`config.mk`:
```
export PLATFORM = sky130hd
export DESIGN_NAME = song_reader_flat
export DESIGN_NICKNAME = d
export VERILOG_FILES = /design/src/rtl/music_pkg.sv /design/src/rtl/song_reader_if.sv /design/src/rtl/song_reader.sv /design/src/flat_wrapper.sv
export SDC_FILE = /design/constraint.sdc
export NUM_CORES = 1
export LEC_CHECK = 0
export BUFFER_PORTS_ARGS = -buffer_cell sky130_fd_sc_hd__buf_2
export CORE_MARGIN = 2
export CORE_UTILIZATION = 44
export CTS_BUF_LIST = sky130_fd_sc_hd__clkbuf_8 sky130_fd_sc_hd__clkbuf_16
export DETAILED_ROUTE_END_ITERATION = 7
export PLACE_DENSITY = 0.72
export RECOVER_POWER = 100
export SYNTH_ARGS = -nofsm -noshare
export SYNTH_HDL_FRONTEND = slang
export SYNTH_SLANG_ARGS = --single-unit
export TNS_END_PERCENT = 50
```
`constraint.sdc`:
```
create_clock -name clk -period 1.75 [get_ports clk]
set_clock_uncertainty 0.1 [all_clocks]
set_input_delay 0 -clock clk [delete_from_list [all_inputs] [get_ports clk]]
set_output_delay 0 -clock clk [all_outputs]
set_load 0.03 [all_outputs]
```
`src/rtl/music_pkg.sv`:
```
// Shared constants, state encoding and debug view for the song reader.
package music_pkg;

    localparam int SONG_W = 2;                 // 4 songs
    localparam int IDX_W  = 5;                 // 32 entries per song
    localparam int NOTE_W = 6;                 // note code, 0 = rest
    localparam int DUR_W  = 6;                 // duration in beats, 0 = end of song
    localparam int ADDR_W = SONG_W + IDX_W;
    localparam int DATA_W = NOTE_W + DUR_W;

    localparam logic [NOTE_W-1:0] REST_NOTE = '0;
    localparam logic [DUR_W-1:0]  END_MARK  = '0;
    localparam logic [IDX_W-1:0]  LAST_IDX  = '1;

    typedef enum logic [2:0] {
        ST_IDLE    = 3'd0,
        ST_FETCH   = 3'd1,
        ST_WAIT    = 3'd2,
        ST_LOAD    = 3'd3,
        ST_PLAY    = 3'd4,
        ST_ADVANCE = 3'd5,
        ST_END     = 3'd6
    } state_t;

    // Internal view exported for checkers: FSM state and position in the song.
    typedef struct packed {
        state_t            state;
        logic [IDX_W-1:0]  note_index;
    } dbg_t;

    // ROM address layout: song select in the upper bits, note index below.
    function automatic logic [ADDR_W-1:0] make_addr(input logic [SONG_W-1:0] song,
                                                    input logic [IDX_W-1:0]  idx);
        return {song, idx};
    endfunction

endpackage

```
`src/rtl/song_reader_if.sv`:
```
// Bundle of the control, song-ROM and note-player/counter signals of the song reader.
//
// Signalling: there is no valid/ready pair here. play is a level; next_song and
// timer_done are single-cycle strobes sampled on the rising clock edge.
// rom_data answers rom_addr exactly one cycle later (synchronous ROM).
// new_note, timer_clear and song_done are single-cycle pulses from the reader.
interface song_reader_if;
    import music_pkg::*;

    logic                 play;
    logic                 next_song;
    logic                 timer_done;
    logic [ADDR_W-1:0]    rom_addr;
    logic [DATA_W-1:0]    rom_data;
    logic [NOTE_W-1:0]    note_to_play;
    logic [DUR_W-1:0]     duration_to_load;
    logic                 new_note;
    logic                 timer_clear;
    logic                 song_done;
    logic [SONG_W-1:0]    current_song;
    dbg_t                 dbg;

    modport master (
        input  play, next_song, timer_done, rom_data,
        output rom_addr, note_to_play, duration_to_load,
               new_note, timer_clear, song_done, current_song, dbg
    );

    modport slave (
        output play, next_song, timer_done, rom_data,
        input  rom_addr, note_to_play, duration_to_load,
               new_note, timer_clear, song_done, current_song, dbg
    );

endinterface

```
`src/rtl/song_reader.sv`:
```
// Note sequencer: walks the selected song in the ROM, hands each note to the
// player / duration counter and waits for the counter's done strobe.
module song_reader
    import music_pkg::*;
(
    input  logic          clk,
    input  logic          reset,
    song_reader_if.master bus
);

    state_t               state;
    state_t               state_nxt;
    logic [IDX_W-1:0]     note_index;
    logic [SONG_W-1:0]    song_q;
    logic [ADDR_W-1:0]    rom_addr_q;
    logic [NOTE_W-1:0]    note_q;
    logic [DUR_W-1:0]     dur_q;
    logic                 new_note_q;
    logic                 clear_q;

    logic [NOTE_W-1:0]    rom_note;
    logic [DUR_W-1:0]     rom_dur;
    logic                 accept_done;

    assign rom_note = bus.rom_data[DATA_W-1:DUR_W];
    assign rom_dur  = bus.rom_data[DUR_W-1:0];

    // A done strobe counts only while running and not in the clearing cycle,
    // where it could be a leftover from the previous note.
    assign accept_done = bus.play && bus.timer_done && !clear_q;

    // State register.
    always_ff @(posedge clk) begin
        if (reset) state <= ST_IDLE;
        else       state <= state_nxt;
    end

    // Next-state logic; next_song overrides every other transition.
    always_comb begin
        state_nxt = state;
        if (bus.next_song) begin
            state_nxt = bus.play ? ST_FETCH : ST_IDLE;
        end else begin
            unique case (state)
                ST_IDLE:    if (bus.play) state_nxt = ST_FETCH;
                ST_FETCH:   state_nxt = ST_WAIT;
                ST_WAIT:    state_nxt = ST_LOAD;
                ST_LOAD:    state_nxt = (rom_dur == END_MARK) ? ST_END : ST_PLAY;
                ST_PLAY:    if (accept_done) state_nxt = ST_ADVANCE;
                ST_ADVANCE: state_nxt = (note_index == LAST_IDX) ? ST_END : ST_FETCH;
                ST_END:     state_nxt = ST_IDLE;
                default:    state_nxt = ST_IDLE;
            endcase
        end
    end

    // Song/index counters, ROM address and the note registers with their pulses.
    always_ff @(posedge clk) begin
        if (reset) begin
            note_index <= '0;
            song_q     <= '0;
            rom_addr_q <= '0;
            note_q     <= REST_NOTE;
            dur_q      <= '0;
            new_note_q <= 1'b0;
            clear_q    <= 1'b0;
        end else begin
            new_note_q <= 1'b0;
            clear_q    <= 1'b0;
            if (bus.next_song) begin
                song_q     <= song_q + 1'b1;
                note_index <= '0;
                note_q     <= REST_NOTE;
                clear_q    <= 1'b1;
            end else begin
                unique case (state)
                    ST_FETCH: rom_addr_q <= make_addr(song_q, note_index);
                    ST_LOAD: begin
                        if (rom_dur != END_MARK) begin
                            note_q     <= rom_note;
                            dur_q      <= rom_dur;
                            new_note_q <= 1'b1;
                            clear_q    <= 1'b1;
                        end
                    end
                    ST_ADVANCE: begin
                        // The last index ends the song instead of running into the next one.
                        if (note_index != LAST_IDX) note_index <= note_index + 1'b1;
                    end
                    ST_END: begin
                        note_index <= '0;
                        note_q     <= REST_NOTE;
                    end
                    default: ;
                endcase
            end
        end
    end

    // Output drive: registered values plus the END-state song_done pulse.
    always_comb begin
        bus.rom_addr         = rom_addr_q;
        bus.note_to_play     = note_q;
        bus.duration_to_load = dur_q;
        bus.new_note         = new_note_q;
        bus.timer_clear      = clear_q;
        bus.song_done        = (state == ST_END);
        bus.current_song     = song_q;
        bus.dbg.state        = state;
        bus.dbg.note_index   = note_index;
    end

endmodule

```
`src/flat_wrapper.sv`:
```
// flat-port wrapper written by rule: the top's interface ports become plain ports
module song_reader_flat import music_pkg::*;
  (clk, reset, bus_play, bus_next_song, bus_timer_done, bus_rom_data, bus_rom_addr, bus_note_to_play, bus_duration_to_load, bus_new_note, bus_timer_clear, bus_song_done, bus_current_song, bus_dbg);
  song_reader_if bus_i ();
  input  logic clk;
  input  logic reset;
  input wire logic [$bits(bus_i.play)-1:0] bus_play;
  input wire logic [$bits(bus_i.next_song)-1:0] bus_next_song;
  input wire logic [$bits(bus_i.timer_done)-1:0] bus_timer_done;
  input wire logic [$bits(bus_i.rom_data)-1:0] bus_rom_data;
  output wire logic [$bits(bus_i.rom_addr)-1:0] bus_rom_addr;
  output wire logic [$bits(bus_i.note_to_play)-1:0] bus_note_to_play;
  output wire logic [$bits(bus_i.duration_to_load)-1:0] bus_duration_to_load;
  output wire logic [$bits(bus_i.new_note)-1:0] bus_new_note;
  output wire logic [$bits(bus_i.timer_clear)-1:0] bus_timer_clear;
  output wire logic [$bits(bus_i.song_done)-1:0] bus_song_done;
  output wire logic [$bits(bus_i.current_song)-1:0] bus_current_song;
  output wire logic [$bits(bus_i.dbg)-1:0] bus_dbg;
  assign bus_i.play = bus_play;
  assign bus_i.next_song = bus_next_song;
  assign bus_i.timer_done = bus_timer_done;
  assign bus_i.rom_data = bus_rom_data;
  assign bus_rom_addr = bus_i.rom_addr;
  assign bus_note_to_play = bus_i.note_to_play;
  assign bus_duration_to_load = bus_i.duration_to_load;
  assign bus_new_note = bus_i.new_note;
  assign bus_timer_clear = bus_i.timer_clear;
  assign bus_song_done = bus_i.song_done;
  assign bus_current_song = bus_i.current_song;
  assign bus_dbg = bus_i.dbg;
  song_reader u_core (.clk(clk), .reset(reset), .bus(bus_i));
endmodule
```
# After elaboration in Yosys (flattened, before gate mapping)
# Cells that the tools add are included.
# op_classes
n_addsub,2
eq_ne,12
n_mux,14
bitwise_logic,1
n_reduce_logical,14
# op_table
op,n
$pmux 3 s6,1
$mux 3,4
$pmux 6 s2,1
$pmux 5 s2,1
$eq 3x3->1 const B,3
$reduce_and 2->1,4
$eq 3x2->1 const B,2
$logic_not 6->1,1
$mux 6,1
$reduce_bool 6->1,1
$add 5x1->5 const B,1
$eq 5x5->1 const B,1
$mux 5,1
$ne 5x5->1 const B,1
$mux 1,4
$ne 2x1->1 const B,2
$reduce_bool 2->1,2
$eq 3x1->1 const B,1
$logic_not 3->1,1
$ne 3x2->1 const B,1
$ne 3x3->1 const B,1
$reduce_and 3->1,1
$add 2x1->2 const B,1
$logic_and 1x1->1,2
4 further kinds,4
# totals
register_bits,31
in_bits,17
out_inout_bits,32
word_cells,51

# Depth between registers and ports, before layout
# Gate-level depths: netlist of run 1.
# logic_depth
depth_word,5
depth_mapped,6
ltp_nobuf,6

# Worst setup path after synthesis of run 1
# No wires, ideal clock.
# synth_path
kind,register to register
startpoint,register u_core.note_index[0]
endpoint,register u_core.note_index[3]
setup_ns,0.070
t_arrival_ns,1.810
required_ns,1.580
setup_slack_ns,-0.230
stages_incl_launch_ff,7
n_path_buf,0
period_less_slack_ns,1.980
cell_sequence,dfxtp_1 > ha_1 > and3_1 > ha_1 > nand4bb_1 > or3_1 > a21oi_1
# synth_between
elab_chain_cells,3
word_cells_on_any_way,6
cone_classes,1 x add/sub; 2 x eq/ne; 2 x mux; 1 x reduce/logical
# synth_lines
element,line,rtl
"start, declared",song_reader.sv:13,logic [IDX_W-1:0] note_index;
"start signal, assigned",song_reader.sv:88,if (note_index != LAST_IDX) note_index <= note_index + 1'b1;
$add 5x1->5 / $ne 5x5->1 (equally long branches),song_reader.sv:88,
$mux 5 / $ne 2x1->1 (equally long branches),--,
$pmux 5 s2 / $reduce_and 2->1 (equally long branches),--,
# Parallel ways exist; a longest one is shown, timed or not. The select of a mux whose other input is x is not followed.
# A chain may end at the register's enable or synchronous reset.

# Worst setup path in the final report of run 1
# layout_path
startpoint,register u_core.note_index[0]
endpoint,register u_core.note_index[2]
# The elaborated chain is that of the path after synthesis.

==> results of run 1 <==
[final cells by class]
| cell class | instances | area [sq um] | area share, % |
|---|---|---|---|
| Multi-Input combinational cell | 102 | 795 | 39.9 |
| Sequential cell | 31 | 626 | 31.4 |
| Timing Repair Buffer | 72 | 429 | 21.5 |
| Clock buffer | 5 | 68.8 | 3.45 |
| Tap cell | 44 | 55.1 | 2.76 |
| Clock inverter | 3 | 12.5 | 0.628 |
| Inverter | 2 | 7.51 | 0.377 |
[routing by layer]
| layer | up-vias | track usage, % | wire length (um) |
|---|---|---|---|
| li1 | 637 | - | - |
| met1 | 606 | 22.3 | 1390 |
| met2 | 38 | 39.0 | 1880 |
| met3 | 6 | 7.68 | 154 |
| met4 | 0 | 9.32 | 60 |
| met5 | - | 0 | 0 |
[worst min-delay path by stage]
stage | start | to | slack [ns]
after CTS | bus_next_song | u_core.bus.current_song[0]$_SDFFE_PP0P_ | 0.01
after global routing | bus_next_song | u_core.bus.current_song[0]$_SDFFE_PP0P_ | 0.04
after floorplan | bus_rom_data[6] | u_core.bus.note_to_play[0]$_SDFFE_PP0P_ | 0.05
after detailed placement | bus_rom_data[11] | u_core.bus.note_to_play[5]$_SDFFE_PP0P_ | 0.17
final | bus_next_song | u_core.bus.current_song[0]$_SDFFE_PP0P_ | 0.02
after global placement | bus_rom_data[6] | u_core.bus.note_to_play[0]$_SDFFE_PP0P_ | 0.16
[tightest hold or removal path: stages]
cell and delay, ns:
buf_2 0.17, xnor2_1 0.15, nor2_1 0.04
[stage by stage]
| stage | area (sq um) | setup TNS (ns) | util [%] |
|---|---|---|---|
| after floorplan | 1450 | 0 | - |
| after global placement | 1750 | 0 | 56.9 |
| after detailed placement | 1750 | 0 | 56.9 |
| after CTS | 2000 | 0 | 65.0 |
| after global routing | 1990 | -0.0311 | 64.8 |
| final | 1990 | 0 | 64.8 |
[power by group]
part | leakage, nW | internal [mW] | total [mW] | switching [mW]
Clock | 0.0505 | 0.266 | 0.512 | 0.246
Sequential | 0.252 | 0.715 | 0.728 | 0.0126
Combinational | 0.462 | 0.0814 | 0.170 | 0.0887
Total | 0.765 | 1.06 | 1.41 | 0.347
[cell families after synthesis]
family,after synthesis,share of synthesized area [%]
and+or+nand+nor,62,26.5
muxes,19,13.3
DFF,31,43.5
AOI/OAI and AO/OA,15,7.90
adders and majority gates,2,1.76
buffers and inverters,11,4.48
xor gates and xnor gates,4,2.46
[synth_stat cells (all sizes together), types with 3 or more instances]
| master | count | share of area [%] |
|---|---|---|
| a21oi | 6 | 2.4 |
| buf | 7 | 3.4 |
| dfxtp | 31 | 44 |
| mux2i | 19 | 13 |
| nand2 | 7 | 1.8 |
| nand2b | 14 | 6.1 |
| nand3 | 13 | 4.6 |
| nand3b | 5 | 3.5 |
| nor2 | 13 | 3.4 |
| xnor2 | 3 | 1.8 |
[sequential cells by signal, summed over array words and instances, names as in the netlist]
register,flops
u_core.note_index,5
u_core.bus.new_note,1
u_core.bus.timer_clear,1
u_core.state,3
u_core.bus.rom_addr,7
u_core.bus.current_song,2
u_core.bus.duration_to_load,6
u_core.bus.note_to_play,6
[what timing repair did]
item,CTS,global route
endpoints found under the hold margin,14,0
setup endpoints to repair,2,4
setup buffers,2,0
resized for setup,2,3
pin swaps,3,4
hold buffers,14,0
[placed cells by master, fill, tap and decap left out, drive strengths merged, types with 2 or more instances in the layout]
cell type    instances
nand3               13
buf                 34
a21oi                6
xnor2                3
o21ai                2
or3                  2
and2                 2
clkbuf              29
dfxtp               31
dlygate4sd3         14
nor2                13
inv                  4
mux2i               19
nand3b               5
ha                   2
nand2b              14
nand2                7
==> flow_summary.yaml, run 1 <==
status:
  status: "finished, final reports clean"
worst_setup_path:
  path_max_fanout: 5
  crit_chain: "ha_4 > and3_4 > ha_4 > nand4bb_4 > or3_1 > a21oi_1"
  r2r-end: "u_core.note_index[2]$_SDFFE_PP0P_"
  critPathLaunch: "u_core.note_index[0]$_SDFFE_PP0P_"
  endpoint: "u_core.note_index[2]$_SDFFE_PP0P_"
  cpMaxStageDelayCell: "dfxtp_4"
  cp_num_buf_inv: 0
  critPathCaptureType: "register"
  crit_type: "reg -> reg"
  critPathMaxStageDelay_ns: 0.35
  r2r_slack_ns: 0.02
  crit_top_cell: "ha_4"
  cp.arrival_ns: 1.84
  worst_path_dominant_cell_family: "simple AND/OR/NAND/NOR gates"
  crit_required_ns: 1.86
  reg2reg_depth: 6
  cp-start-kind: "register"
  reg2reg_from: "u_core.note_index[0]$_SDFFE_PP0P_"
  path_depth: 6
route:
  vias_per_cell: 4.97
  postRouteAntennaNets: 0
  drtIter0Drc: 51
  wl_per_cell_um: 13.5
  route.final.wire_length_um: 3490
  dr_total_vias: 1287
  drc: 0
  drtPass1Iterations: 5
placement:
  io_buffer_count: 48
  gp_congestion: 0.749
  dp_cells: 235
  dp_slack_ns: 0.00163
  post-dp-hpwl_um: 2340
die:
  pin_count: 49
  fp.dieH_um: 60.9
  die_w_um: 60.9
  row_count: 20
  die_area_sq_um: 3710
  initial_utilization_pct: 46.3
  coreArea_sq_um: 3080
layout:
  fin_cells: 259
  drive_gt1_share_pct: 25.6
  num_antenna_cells: 0
  area.growth.synth_to_final_pct: 39.9
  nFillCells: 268
  nNetsFinal: 233
worst_hold_path:
  hold_class: "in -> reg"
  hold_depth: 3
logic_synthesis:
  seq_area_frac_synth_pct: 43.5
  ys_async_sr_fraction_pct: 0
  synth_edf_count: 0
  synthesis.area_sq_um: 1430
  synth_nets: 163
  synth-seq-cells: 31
  synth_ff_type: "dfxtp_1"
  syn_area_per_cell_sq_um: 9.90
  netlist_instances: 144
  yosysWarnings: 0
  synth_cell_types: 34
timing:
  worst_hold_slack_ns: 0.0194
  postLayoutSetupSlackWorst_ns: 0.0188
  timing.final.max_slew_violations: 0
  finalHoldViolCount: 0
  rsz0062_at_grt: "true"
  setup_viol: 0
  slew_headroom_pct: 41.7
  max_freq_mhz: 578
  worstMarginPinSlew_ns: 0.871
  min_period_over_period_pct: 98.9
  layout_min_cycle_time_ns: 1.73
clocking:
  cts_max_path_buffers: 2
  root_buffer: "clkbuf_8"
  clk_latency_ns: 0.28
  cts_buffers: 5
  htree_levels: 2
  cts_sinks: 31
  clk_pin_slew_ns: 0.06
  cts_tree: "yes"
grt:
  grt_pass1_wl_um: 5660
  grt_usage_pct: 21.5
  grt_pass1_vias: 1305
  grt_max_degree: 25
  antenna_found_initial: 0
  overflow: 0
pwr:
  irDropWorstVdd_uv: 410
  p_leak_nw: 0.765
  power.total_mw: 1.41
  pwr_density_cell_nw_per_um2: 707
run:
  maxCapViolations: 0
No activity file was read; power rests on OpenSTA's default activity.
==> run 2, diff against run 1 <==
==> constraint.sdc (replaced) <==
create_clock -name clk -period 1.75 [get_ports clk]
set_clock_uncertainty 0.1 [all_clocks]
set_input_delay 0.0875 -clock clk [delete_from_list [all_inputs] [get_ports clk]]
set_output_delay 0.0875 -clock clk [all_outputs]
set_load 0.03 [all_outputs]
==> flow_summary.yaml, run 2 (synthesis gave the netlist of run 1 again) <==
timing:
  worstMarginPinSlew_ns: 0.871
  slew_headroom_pct: 41.7
  rsz0062_at_grt: "true"
  min_period_over_period_pct: 97.0
  worst_hold_slack_ns: -0.00554
  finalHoldViolCount: 1
  timing.final.max_slew_violations: 0
  max_freq_mhz: 589
  layout_min_cycle_time_ns: 1.70
  setup_viol: 0
  postLayoutSetupSlackWorst_ns: 0.0516
placement:
  io_buffer_count: 48
  gp_congestion: 0.749
  post-dp-hpwl_um: 2340
  dp_slack_ns: 0.00163
  dpl_cell_area_sq_um: 1750
grt:
  antenna_found_initial: 0
  grt_max_degree: 25
  grt_pass1_vias: 1280
  overflow: 0
  grt_pass1_wl_um: 5470
  grt_usage_pct: 20.6
clocking:
  clk_pin_slew_ns: 0.06
  htree_levels: 2
  cts_tree: "yes"
  cts_max_path_buffers: 2
  cts_buffers: 5
  clk_latency_ns: 0.27
  root_buffer: "clkbuf_8"
  cts_sinks: 31
route:
  vias_per_cell: 4.96
  dr_total_vias: 1261
  postRouteAntennaNets: 0
  wl_met2_um: 1720
  drc: 0
  drtIter0Drc: 58
  wl_met3_um: 174
  wl_per_cell_um: 12.8
  top_layer_used: "met4"
  route.final.wire_length_um: 3250
  drt-met1-wl_um: 1310
  drtPass1Iterations: 5
run:
  maxCapViolations: 0
worst_setup_path:
  r2r_slack_ns: 0.07
  critPathCaptureType: "register"
  reg2reg_from: "u_core.note_index[0]$_SDFFE_PP0P_"
  r2r-end: "u_core.note_index[0]$_SDFFE_PP0P_"
  reg2reg_depth: 7
  crit_required_ns: 1.82
  path_max_fanout: 8
  crit_type: "in -> reg"
  cp.arrival_ns: 1.77
  cp-start-kind: "primary input"
pwr:
  pwr_density_cell_nw_per_um2: 732
  power.total_mw: 1.39
  irDropWorstVdd_uv: 378
  p_leak_nw: 0.721
worst_hold_path:
  hold_end: "u_core.bus.duration_to_load[5]$_SDFFE_PP0P_"
  hold_class: "in -> reg"
  hold_depth: 3
  min_from: "bus_rom_data[5]"
layout:
  nFillCells: 285
  design_area_sq_um: 1900
  drive_gt1_share_pct: 23.8
  largest_reg_flops: 7
  area.growth.synth_to_final_pct: 33.5
  fin_util_pct: 61.8
  layout_commonest_cell: "clkbuf_1"
  final-seq-area_sq_um: 627
  multi_input_area_sq_um: 768
  num_antenna_cells: 0
  final_cell_mix: "clkbuf_1, dfxtp_1, mux2i_1, buf_2, nand2b_1"
  nNetsFinal: 228
die:
  row_count: 20
  coreArea_sq_um: 3080
  die_area_sq_um: 3710
  die_w_um: 60.9
  initial_utilization_pct: 46.3
  fp.dieH_um: 60.9
  pin_count: 49
status:
  status: "finished with violations"
  violations: "negative hold slack"
[run 2: cell count changes in the layout (fill, tap and decap cells not counted), sizes merged]
cell and delta:
dlygate4sd3 -5, clkbuf +7, buf -7
[run 2: how the worst max path moves through the flow]
stage / start / to / slack (ns) / cells after the start
CTS: u_core.note_index[0]$_SDFFE_PP0P_ / u_core.note_index[3]$_SDFFE_PP0P_ / 0.01 / 6
global placement: u_core.note_index[0]$_SDFFE_PP0P_ / u_core.note_index[2]$_SDFFE_PP0P_ / 0.06 / 6
floorplan: u_core.note_index[0]$_SDFFE_PP0P_ / u_core.note_index[3]$_SDFFE_PP0P_ / 0.03 / 6
global route: u_core.note_index[0]$_SDFFE_PP0P_ / u_core.note_index[0]$_SDFFE_PP0P_ / -0.02 / 7
finish: bus_rom_data[1] / u_core.bus.timer_clear$_SDFF_PP0_ / 0.05 / 6
detailed placement: u_core.note_index[0]$_SDFFE_PP0P_ / u_core.note_index[3]$_SDFFE_PP0P_ / 0.002 / 6
[run 2: critical path, stage by stage]
cell,delay [ns]
dlygate4sd3_1,0.55
clkbuf_1,0.12
nor4_2,0.49
a21oi_2,0.11
buf_2,0.21
o21ba_2,0.21
[run 2: cell type report]
type	instances	area share (%)
Tap cell	44	2.89
Inverter	2	0.394
Clock buffer	5	3.62
Clock inverter	3	0.657
Multi-Input combinational cell	102	40.4
Sequential cell	31	32.9
Timing Repair Buffer	67	19.1
[run 2: layer usage]
metal | GRT usage [%] | up-vias
met5 | 0 | -
met4 | 9.32 | 0
met3 | 7.89 | 4
met2 | 36.3 | 38
met1 | 21.8 | 591
li1 | - | 628
[run 2: power by group]
part           total [mW]  internal, mW  switching (mW)
clock               0.509         0.266           0.242
sequential          0.728         0.716          0.0126
combinational       0.155        0.0712          0.0843
total                1.39          1.05           0.339
[run 2: stage by stage]
| step | cells | setup TNS (ns) |
|---|---|---|
| 2_1_floorplan | 144 | 0 |
| 3_3_place_gp | 235 | 0 |
| 3_5_place_dp | 235 | 0 |
| 4_1_cts | 254 | 0 |
| 5_1_grt | 254 | -0.0162 |
| 6_report | 254 | 0 |
[run 2: what timing repair did]
action,4_1_cts,5_1_grt
pin swaps,3,3
hold buffers,9,0
endpoints found under the hold margin,9,0
resized for setup,2,1
endpoints found under the setup margin,2,5
cloned,0,0
setup buffers,2,0
==> run 3, diff against run 2 <==
--- a/config.mk
+++ b/config.mk
@@ -9,7 +9,6 @@
 export CORE_MARGIN = 2
 export CORE_UTILIZATION = 44
-export CTS_BUF_LIST = sky130_fd_sc_hd__clkbuf_8 sky130_fd_sc_hd__clkbuf_16
 export DETAILED_ROUTE_END_ITERATION = 7
-export PLACE_DENSITY = 0.72
+export PLACE_DENSITY = 0.85
 export RECOVER_POWER = 100
 export SYNTH_ARGS = -nofsm -noshare
--- a/constraint.sdc
+++ b/constraint.sdc
@@ -3,3 +3,3 @@
 set_input_delay 0.0875 -clock clk [delete_from_list [all_inputs] [get_ports clk]]
 set_output_delay 0.0875 -clock clk [all_outputs]
-set_load 0.03 [all_outputs]
+set_load 0.05 [all_outputs]
==> flow_summary.yaml, run 3 (synthesis gave the netlist of run 1 again) <==
timing:
  finalSetupTns_ns: -0.0269
  max_freq_mhz: 563
  worstMarginPinSlew_ns: 0.694
  slew_headroom_pct: 53.6
  layout_min_cycle_time_ns: 1.78
  min_period_over_period_pct: 102
  setup_viol: 1
  rsz0062_at_grt: "true"
  timing.final.max_slew_violations: 0
  worst_hold_slack_ns: 0.0422
  postLayoutSetupSlackWorst_ns: -0.0269
  finalHoldViolCount: 0
run:
  maxCapViolations: 0
die:
  coreArea_sq_um: 3080
  die_area_sq_um: 3710
  die_w_um: 60.9
  pin_count: 49
  initial_utilization_pct: 46.3
  fp.dieH_um: 60.9
  row_count: 20
status:
  violations: "negative setup slack"
  status: "finished with violations"
pwr:
  switching_share_pct: 26.5
  clock_power_share_pct: 29.6
  switchingPower_mw: 0.343
  p_int_mw: 0.951
  p_leak_nw: 0.712
  power.total_mw: 1.29
  comb_power_share_pct: 14.4
  pwr_density_cell_nw_per_um2: 671
  seqPwrFrac_pct: 56.0
  irDropWorstVdd_uv: 344
layout:
  drive_gt1_share_pct: 23.4
  layout_commonest_cell: "clkbuf_1"
  area.growth.synth_to_final_pct: 35.4
  largest_reg_flops: 7
  num_antenna_cells: 0
  fin_util_pct: 62.7
  nNetsFinal: 232
  final_cell_mix: "clkbuf_1, dfxtp_1, mux2i_1"
worst_setup_path:
  cp.arrival_ns: 1.93
  crit_type: "reg -> reg"
  critPathCaptureType: "register"
  crit_required_ns: 1.90
  path_max_fanout: 7
  cp-start-kind: "register"
clocking:
  root_buffer: "clkbuf_4"
  cts_setup_buffers: 0
  clk_latency_ns: 0.32
  cts_max_path_buffers: 2
  htree_levels: 2
  cts_sinks: 31
  cts_tree: "yes"
  clk_pin_slew_ns: 0.09
  cts_buffers: 5
placement:
  post-dp-hpwl_um: 2100
  gp_congestion: 0.737
  io_buffer_count: 48
  dp_slack_ns: 0.0177
grt:
  grt_usage_pct: 19.0
  grt_pass1_vias: 1154
  overflow: 0
  antenna_found_initial: 0
  grt_pass1_wl_um: 5180
  grt_max_degree: 17
route:
  wl_per_cell_um: 12.7
  route.final.wire_length_um: 3290
  vias_per_cell: 4.88
  drc: 0
  postRouteAntennaNets: 0
  drtPass1Iterations: 4
  dr_total_vias: 1260
  drtIter0Drc: 30
worst_hold_path:
  hold_class: "in -> reg"
[run 3: cell count changes in the layout (fill, tap and decap cells not counted), moves of 2 or more]
cell | before | now
buf_2 | 19 | 16
clkbuf_8 | 5 | 0
dlygate4sd3_1 | 9 | 14
inv_1 | 4 | 2
clkbuf_4 | 0 | 5
clkbuf_1 | 29 | 32
[run 3: final timing paths]
check | from | end | slack, ns | cells past startpoint
worst min-delay path | reset | u_core.bus.timer_clear$_SDFF_PP0_ | 0.04 | 2
worst min register to register | u_core.bus.note_to_play[3]$_SDFFE_PP0P_ | u_core.bus.note_to_play[3]$_SDFFE_PP0P_ | 0.38 | 2
worst max register to register | u_core.note_index[1]$_SDFFE_PP0P_ | u_core.note_index[2]$_SDFFE_PP0P_ | -0.03 | 6
worst max-delay path | u_core.note_index[1]$_SDFFE_PP0P_ | u_core.note_index[2]$_SDFFE_PP0P_ | -0.03 | 6
[run 3: per-stage QoR]
step	instance area, sq um	instances
5_1_grt	1930	258
6_report	1930	258
4_1_cts	1950	257
3_5_place_dp	1770	236
3_3_place_gp	1770	236
2_1_floorplan	1460	144
[run 3: power by group through the flow]
| stage | combinational (mW) | clock (mW) | sequential (mW) |
|---|---|---|---|
| 3_3_place_gp | 0.164 | 0 | 0.739 |
| 4_1_cts | 0.187 | 0.398 | 0.724 |
| 5_1_grt | 0.199 | 0.434 | 0.727 |
| 2_1_floorplan | 0.0814 | 0 | 0.775 |
| 6_report | 0.186 | 0.383 | 0.725 |
| 3_5_place_dp | 0.164 | 0 | 0.740 |
[run 3: per-layer routing]
layer	GRT usage [%]	routed length, um	vias to the layer above
met2	34.1	1680	38
li1	-	-	637
met1	21.9	1420	583
met4	5.28	14	0
met3	5.33	175	2
met5	0	0	-
[run 3: what timing repair did]
| action | in CTS | in global routing |
|---|---|---|
| hold buffers | 13 | 1 |
| hold endpoints to repair | 13 | 1 |
| resized for setup | 0 | 8 |
| pin swaps | 1 | 3 |
| setup endpoints to repair | 2 | 3 |
[run 3: final cells by class]
cell class / count / area (sq um)
multi-input combinational: 102 / 774
clock inverter: 1 / 5.00
tap: 44 / 55.1
inverter: 2 / 7.51
timing repair buffer: 71 / 412
clock buffer: 7 / 45.0
sequential: 31 / 631
fill: 280 / 1150
[run 3: critical path, cell delays in order (launching register included)]
cell	delay [ns]
dfxtp_4	0.36
ha_4	0.15
and3_4	0.18
ha_4	0.16
nand4bb_4	0.25
or3_1	0.38
a21oi_2	0.12
